==> config.mk <==
export PLATFORM = sky130hd
export DESIGN_NAME = frame_serializer
export DESIGN_NICKNAME = d
export VERILOG_FILES = /design/src/rtl/frame_pkg.sv /design/src/rtl/frame_serializer.sv
export SDC_FILE = /design/constraint.sdc
export NUM_CORES = 1
export LEC_CHECK = 0
export BUFFER_PORTS_ARGS = -buffer_cell sky130_fd_sc_hd__buf_4
export CORE_MARGIN = 2
export CORE_UTILIZATION = 51
export CTS_BUF_LIST = sky130_fd_sc_hd__clkbuf_4
export DETAILED_ROUTE_END_ITERATION = 10
export PLACE_DENSITY = 0.79
export SLEW_MARGIN = 10
export SYNTH_ARGS = -nofsm -noshare
export SYNTH_HDL_FRONTEND = slang
export SYNTH_SLANG_ARGS = --single-unit
==> constraint.sdc <==
create_clock -name clk40 -period 1.7 [get_ports clk40]
set_clock_uncertainty 0.15 [all_clocks]
set_input_delay 0.085 -clock clk40 [delete_from_list [all_inputs] [get_ports clk40]]
set_output_delay 0.085 -clock clk40 [all_outputs]
set_load 0.02 [all_outputs]
==> src/rtl/frame_pkg.sv <==
// Shared constants and types for the response-frame serializer.
package frame_pkg;
  localparam int FRAME_W     = 160;
  localparam int FRAME_BYTES = FRAME_W / 8;
  localparam int IDX_W       = $clog2(FRAME_BYTES + 1);

  typedef enum logic [2:0] {
    S_IDLE, S_POP, S_LATCH, S_ARM, S_START, S_WAIT_TX, S_DONE, S_ABORT
  } state_t;
endpackage

==> src/rtl/frame_serializer.sv <==
// Pops frames from the data-back fifo and streams them byte-by-byte into the uart tx handshake.
// Build option: FRAME_SERIALIZER_CKSUM_EN appends an XOR checksum byte after the data bytes.
module frame_serializer
  import frame_pkg::*;
#(
  parameter int FRAME_W     = frame_pkg::FRAME_W,
  parameter bit MSB_FIRST   = 1'b1,
  parameter int ACK_TIMEOUT = 1023
)(
  input  logic               clk40,
  input  logic               reset,
  input  logic               data_back_fifo_empty,
  output logic               data_back_fifo_rd,
  input  logic [FRAME_W-1:0] data_back,
  input  logic               send_ready,
  output logic               start_send,
  output logic [7:0]         data_send,
  output logic               busy,
  output logic               tx_timeout,
  output logic [15:0]        frame_count
);
  localparam int NBYTES = FRAME_W / 8;
  localparam int IW     = $clog2(NBYTES + 1);
  localparam int TW     = $clog2(ACK_TIMEOUT + 1);
`ifdef FRAME_SERIALIZER_CKSUM_EN
  localparam logic [IW-1:0] LAST_IDX = IW'(NBYTES);
`else
  localparam logic [IW-1:0] LAST_IDX = IW'(NBYTES - 1);
`endif
  localparam logic [TW-1:0] TO_LAST = TW'(ACK_TIMEOUT - 1);

  state_t             r_state, w_next;
  logic [FRAME_W-1:0] r_shift;
  logic [IW-1:0]      r_idx;
  logic [TW-1:0]      r_to_cnt;
  logic [15:0]        r_frame_count;
  logic [7:0]         w_byte, w_cur;
  logic               w_timeout_hit;

  assign w_timeout_hit = (r_to_cnt == TO_LAST);
  assign w_byte        = MSB_FIRST ? r_shift[FRAME_W-1 -: 8] : r_shift[7:0];
  assign frame_count   = r_frame_count;

`ifdef FRAME_SERIALIZER_CKSUM_EN
  logic [7:0] r_cksum, w_xor;

  always_comb begin
    w_xor = 8'h00;
    for (int i = 0; i < NBYTES; i++) w_xor = w_xor ^ data_back[8*i +: 8];
  end

  always_ff @(posedge clk40) begin
    if (reset)                  r_cksum <= 8'h00;
    else if (r_state == S_LATCH) r_cksum <= w_xor;
  end

  // Once all data bytes are shifted out the index points at the checksum slot.
  assign w_cur = (r_idx == IW'(NBYTES)) ? r_cksum : w_byte;
`else
  assign w_cur = w_byte;
`endif

  always_ff @(posedge clk40) begin
    if (reset) r_state <= S_IDLE;
    else       r_state <= w_next;
  end

  always_comb begin
    w_next = r_state;
    case (r_state)
      S_IDLE:    if (!data_back_fifo_empty) w_next = S_POP;
      S_POP:     w_next = S_LATCH;
      S_LATCH:   w_next = S_ARM;
      S_ARM:     if (send_ready) w_next = S_START;
      S_START: begin
        if (!send_ready)        w_next = S_WAIT_TX;
        else if (w_timeout_hit) w_next = S_ABORT;
      end
      S_WAIT_TX: if (send_ready) w_next = (r_idx == LAST_IDX) ? S_DONE : S_ARM;
      S_DONE:    w_next = S_IDLE;
      S_ABORT:   w_next = S_IDLE;
      default:   w_next = S_IDLE;
    endcase
  end

  // Outputs are forced low while reset is high so start_send drops in the reset cycle itself.
  always_comb begin
    data_back_fifo_rd = 1'b0;
    start_send        = 1'b0;
    busy              = 1'b0;
    tx_timeout        = 1'b0;
    data_send         = 8'h00;
    if (!reset) begin
      case (r_state)
        S_POP:   data_back_fifo_rd = 1'b1;
        S_LATCH: busy = 1'b1;
        S_ARM, S_WAIT_TX: begin
          busy      = 1'b1;
          data_send = w_cur;
        end
        S_START: begin
          busy       = 1'b1;
          start_send = 1'b1;
          data_send  = w_cur;
        end
        S_ABORT: tx_timeout = 1'b1;
        default: ;
      endcase
    end
  end

  always_ff @(posedge clk40) begin
    if (reset) begin
      r_shift       <= '0;
      r_idx         <= '0;
      r_to_cnt      <= '0;
      r_frame_count <= 16'h0000;
    end else begin
      if (r_state == S_START) r_to_cnt <= r_to_cnt + TW'(1);
      else                    r_to_cnt <= '0;
      case (r_state)
        S_IDLE:  r_idx <= '0;
        S_LATCH: begin
          r_shift <= data_back;
          r_idx   <= '0;
        end
        S_WAIT_TX: if (send_ready) begin
          r_idx   <= r_idx + IW'(1);
          r_shift <= MSB_FIRST ? (r_shift << 8) : (r_shift >> 8);
        end
        S_DONE:  r_frame_count <= r_frame_count + 16'd1;
        default: ;
      endcase
    end
  end
endmodule

After elaboration in Yosys (flattened, before gate mapping) --
Index checks and enable logic that the tools add are counted.
Word-level totals: register bits after elaboration 194, latch bits 0, RAM bits 0, ROM bits 0, input port bits 164, output and inout port bits 28, logic and storage cells 54, memories kept 0
Operators by class: $add $sub $neg 3, multipliers 0, div/mod/pow operators 0, order comparisons 0, equal/unequal tests 13, shift-type cells 0, muxes and demuxes 21, bitwise gates (word level) 1, reductions and logical operators 11
Operators with widths (number):
- $pmux 160 s2 | 1
- $mux 160 | 1
- $pmux 3 s7 | 1
- $mux 3 | 6
- $add 16x1->16 const B | 1
- $mux 8 | 2
- $eq 3x3->1 const B | 4
- $add 10x1->10 const B | 1
- $eq 10x10->1 const B | 1
- $pmux 5 s2 | 1
- $mux 1 | 8
- $eq 3x2->1 const B | 2
- $ne 2x2->1 const B | 3
- $reduce_or 2->1 | 3
- $add 5x1->5 const B | 1
- $eq 5x5->1 const B | 1
- $mux 5 | 1
- $reduce_and 2->1 | 2
- $reduce_and 4->1 | 1
- $reduce_bool 2->1 | 2
- $reduce_or 4->1 | 1
- $eq 3x1->1 const B | 1
- $logic_not 3->1 | 1
- $ne 3x3->1 const B | 1
- other kinds (2) | 2

Longest topological paths before layout --
depth after elaboration 4, mapped depth 7, mapped depth without buffers 6

Worst setup path after synthesis --
OpenSTA, ideal clock, no wires.
path type register -> register, start point register r_frame_count[3] (netlist: frame_count[3]), end point register r_frame_count[14] (netlist: frame_count[14]), setup time 0.070 ns, data arrival time 1.649 ns, required time 1.480 ns, setup slack -0.169 ns, cell stages (with the launch flop) 6, buffers on the path 1, period minus slack after synthesis 1.869 ns, cells stage by stage dfxtp_1 and4_1 buf_1 nand2_1 or4_1 a21oi_1
On the way: word-level cells in the longest chain between the ends 1
Ends and longest elaborated chain:
- start, declared | RTL line frame_serializer.sv:36 | logic [15:0] r_frame_count;
- start signal, assigned | RTL line frame_serializer.sv:131 | S_DONE: r_frame_count <= r_frame_count + 16'd1;
- $add 16x1->16 | RTL line frame_serializer.sv:131
Every way passes these cells. A chain may end at the register's enable or synchronous reset.

Worst setup path after layout --
start point register r_state[2], end point register r_shift[87]
On the way: word-level cells in the longest chain between the ends 3, elaborated cells between the ends (all ways) 6, classes of those cells 3 x eq/ne; 1 x mux; 2 x reduce/logical
Ends and longest elaborated chain:
- start, declared | RTL line frame_serializer.sv:32 | state_t r_state, w_next;
- start signal, assigned | RTL line frame_serializer.sv:65 | else r_state <= w_next;
- $eq 3x3->1 or $eq 3x2->1 (tied branches) | RTL line frame_serializer.sv:121 | case (r_state)
- $ne 2x2->1 (no source line) or $reduce_bool 2->1 (tied branches)
- $reduce_and 2->1 (no source line)
- end signal, assigned | RTL line frame_serializer.sv:124 | r_shift <= data_back;
- end signal, assigned | RTL line frame_serializer.sv:129 | r_shift <= MSB_FIRST ? (r_shift << 8) : (r_shift >> 8);
- end, declared | RTL line frame_serializer.sv:33 | logic [FRAME_W-1:0] r_shift;
Parallel ways exist; a longest one is shown, timed or not.

==> metrics.csv <==
stage,metric,value,unit
run_status,run_status,"complete, but fails checks",
run_status,violations,setup timing,
die,start_util,0.518,
min_path,hold_end,r_shift[13],
clocking,cts_max_level,4,
logic_synthesis,synth_fp_nets,1254,
detailed_routing,dr.pass1.iters,7,
logic_synthesis,netlist_instances,1084,
place,dp_hpwl,15700,microns
sta,relSlewSlack,0.298,
die,die-width,133,microns
detailed_routing,post_drt_wl_per_cell,23.5,microns
sta,tightestPinTransition,1.05,ns
flow_run,cap_viol_max_count,0,
finish,layout.nets,1655,
logic_synthesis,yosys.area.top_type,dfxtp_1,
logic_synthesis,ys_seq_area_frac,0.456,
detailed_routing,drtAntennaViolNets,0,
finish,syn2layout_area_growth,77.4,%
sta,setup_viol,184,
logic_synthesis,syn_avg_cell_area,7.87,sq um
die,fp.coreArea,16500,sq um
sta,finalHoldViolCount,0,
global_route,antenna_found_initial,4,
clocking,cts.reportedPaths.clkPinSlew,0.20,ns
global_route,grt_max_degree,67,
logic_synthesis,yosys.cell_types.count,42,
global_route,grt_overflow,0,
global_route,grt_pass1_wl,49900,microns
global_route,first_global_vias,9982,
logic_synthesis,yosysWarningCount,0,
pwr,power,0.0167,W
place,place.gp.congestion,0.821,
logic_synthesis,netlist_area,8530,sq um
logic_synthesis,synth_top_area_share,0.456,
detailed_routing,drt_iter0_drc,1218,
place,portBuffers,191,
sta,maxSlewViolCount,0,
sta,clock.fmax,457,MHz
setup_path,required,2.05,ns
die,dieArea,17800,sq um
setup_path,reg2reg_from,r_state[2],
min_path,hold_class,primary input to register,
min_path,worstHoldPathCells,4,
global_route,grt_usage,0.349,
die,pin_count,192,
die,die_y,133,microns
sta,min_period_over_period,1.29,
detailed_routing,viasPerCell,6.40,
clocking,clockBufferDepth,2,
detailed_routing,drt_wl_total,40600,microns
sta,setup_ws,-0.490,ns
pwr,power.density,1100,nW/um^2
min_path,hp-start,data_back[13],
sta,rsz0062_at_grt,true,
setup_path,critPathLaunchType,register,
clocking,insertion_delay,0.65,ns
setup_path,critPathCaptureType,register,
setup_path,critPathKind,register to register,
pwr,p_leak,5.85,nW
sta,period_minus_slack,2.19,ns
finish,drive_gt1_frac,0.416,
setup_path,r2r_end,r_shift[87],
sta,finalSetupTns,-55.19,ns
detailed_routing,vias,11000,
logic_synthesis,ys_ff_latch,194,
logic_synthesis,synth.area.top_cells,"dfxtp_1 (46%), a311oi_1 (16%), nand2_1 (14%), nor2_1 (8.1%), clkbuf_1 (2.0%)",
setup_path,r2r.worst_path.cells,8,
clocking,root_buffer,clkbuf_4,
detailed_routing,drc,0,
setup_path,ff2ff_setup_slack,-0.49,ns
die,rows,47,
clocking,clock_sinks,194,
clocking,cts_tree,built,
clocking,cts_buffers,17,
setup_path,critPathMaxFanout,8,
pwr,peakVddDrop,620,uV
setup_path,arrival,2.54,ns
## cells in the mapped netlist
master	count
nand3_1	14
o211ai_1	2
and4b_1	3
and2_1	9
or3_1	4
nand3_2	1
nand2b_1	1
nand4_1	9
buf_2	32
nor2_2	1
or4_1	4
inv_1	6
nor2b_1	5
ha_1	6
mux2i_1	1
a31oi_1	3
o221ai_1	1
a22oi_1	8
o2111ai_1	2
buf_4	14
a311oi_1	152
buf_1	3
nor3b_1	1
nor4bb_1	1
a2bb2oi_1	1
nor3_1	6
xnor2_1	4
buf_6	1
xor2_1	13
and3_1	4
a21oi_1	14
or2_1	1
clkbuf_1	45
nand2_1	318
o311ai_0	1
o31ai_1	4
nor3b_4	1
and4_1	1
a31o_2	1
o21ai_0	7
dfxtp_1	194
nor2_1	185
## cell usage in the layout, fill, tap and decap left out, types with 4 or more instances in the layout
cell type,count
a21oi_1,12
a22oi_1,7
a311oi_1,39
a311oi_2,110
and2_1,4
and2_4,5
buf_12,29
buf_16,14
buf_4,231
buf_6,27
buf_8,5
clkbuf_16,8
clkbuf_4,20
dfxtp_1,186
dfxtp_2,5
diode_2,6
dlygate4sd3_1,163
nand2_1,315
nand3_1,11
nand4_1,9
nor2_1,70
nor2_2,59
nor2_4,57
o21ai_0,5
xnor2_1,4
xor2_1,12
## power by group
| group | switching, W | leakage [nW] | internal (W) |
|---|---|---|---|
| registers | 0.000967 | 1.59 | 0.00554 |
| logic | 0.00366 | 4.11 | 0.00386 |
| clock network | 0.00171 | 0.146 | 0.000925 |
## worst max-delay path: stages, from the launching register on
cell      delay, ns
dfxtp_4        0.41
buf_6          0.12
buf_6          0.12
and4b_1        0.19
or2_4          0.31
buf_12         0.17
buf_12         0.13
buf_16         0.13
a311oi_1       0.32
## timing repair
action                                  4_1_cts  5_1_grt
resized for setup                           149      256
endpoints found under the setup margin       93      192
buffers inserted                             19       16
hold endpoints to repair                    194        0
gates cloned                                 14       10
hold buffers                                163        0
pin swaps                                    58       44
## layer usage
layer,wire (microns),part of all wire,GRT usage,vias up
li1,-,-,-,4627
met1,13600,0.34,0.388,5198
met2,20000,0.49,0.621,883
met3,3560,0.088,0.0723,330
met4,3400,0.084,0.196,0
met5,0,0,0,-
## flip-flops by register name, indices dropped and copies added, names as in the netlist
signal       flops
r_to_cnt        10
r_shift        160
r_idx            5
r_state          3
frame_count     16
## cell families after synthesis
logic type / Yosys count / synth area share
adders and majority gates: 6 / 0.00881
AOI/OAI and AO/OA: 196 / 0.189
buffers and inverters: 101 / 0.0562
xor gates and xnor gates: 17 / 0.0175
DFF: 194 / 0.456
and+or+nand+nor: 569 / 0.272
muxes: 1 / 0.00117
## worst max-delay path by stage
| stage | startpoint | end | slack (ns) | cells after the start |
|---|---|---|---|---|
| after global placement | r_state[1] | data_send[5] | 0.01 | 6 |
| after CTS | r_state[1] | data_send[3] | -0.33 | 6 |
| after floorplan | frame_count[0] | frame_count[14] | -0.06 | 4 |
| after detailed placement | r_state[2] | data_send[5] | -0.03 | 5 |
| final | r_state[2] | r_shift[87] | -0.49 | 8 |
| after global routing | r_state[2] | r_shift[87] | -0.53 | 8 |
## metrics by stage
step	area (sq um)	hold WS [ns]	std cells	utilization	worst slack, ns
2_1_floorplan	8610	0.0958	1084	-	-0.0573
3_3_place_gp	10600	0.186	1474	0.646	0.0138
3_5_place_dp	10600	0.192	1474	0.646	-0.0312
4_1_cts	13700	0.0953	1700	0.832	-0.329
5_1_grt	15100	0.128	1722	0.918	-0.528
6_report	15100	0.120	1724	0.918	-0.490
## cell type report
| cell class | count | area, sq um |
|---|---|---|
| flip-flops and latches | 194 | 3900 |
| multi-input cells | 789 | 5720 |
| repair buffers | 477 | 4910 |
| diodes | 6 | 15.0 |
| clock inverters | 12 | 130 |
| clock buffers | 20 | 150 |
| inverters | 6 | 25.0 |
| well taps | 220 | 275 |
| fillers | 571 | 1340 |
Note: power is estimated with default switching activity, not from simulation.
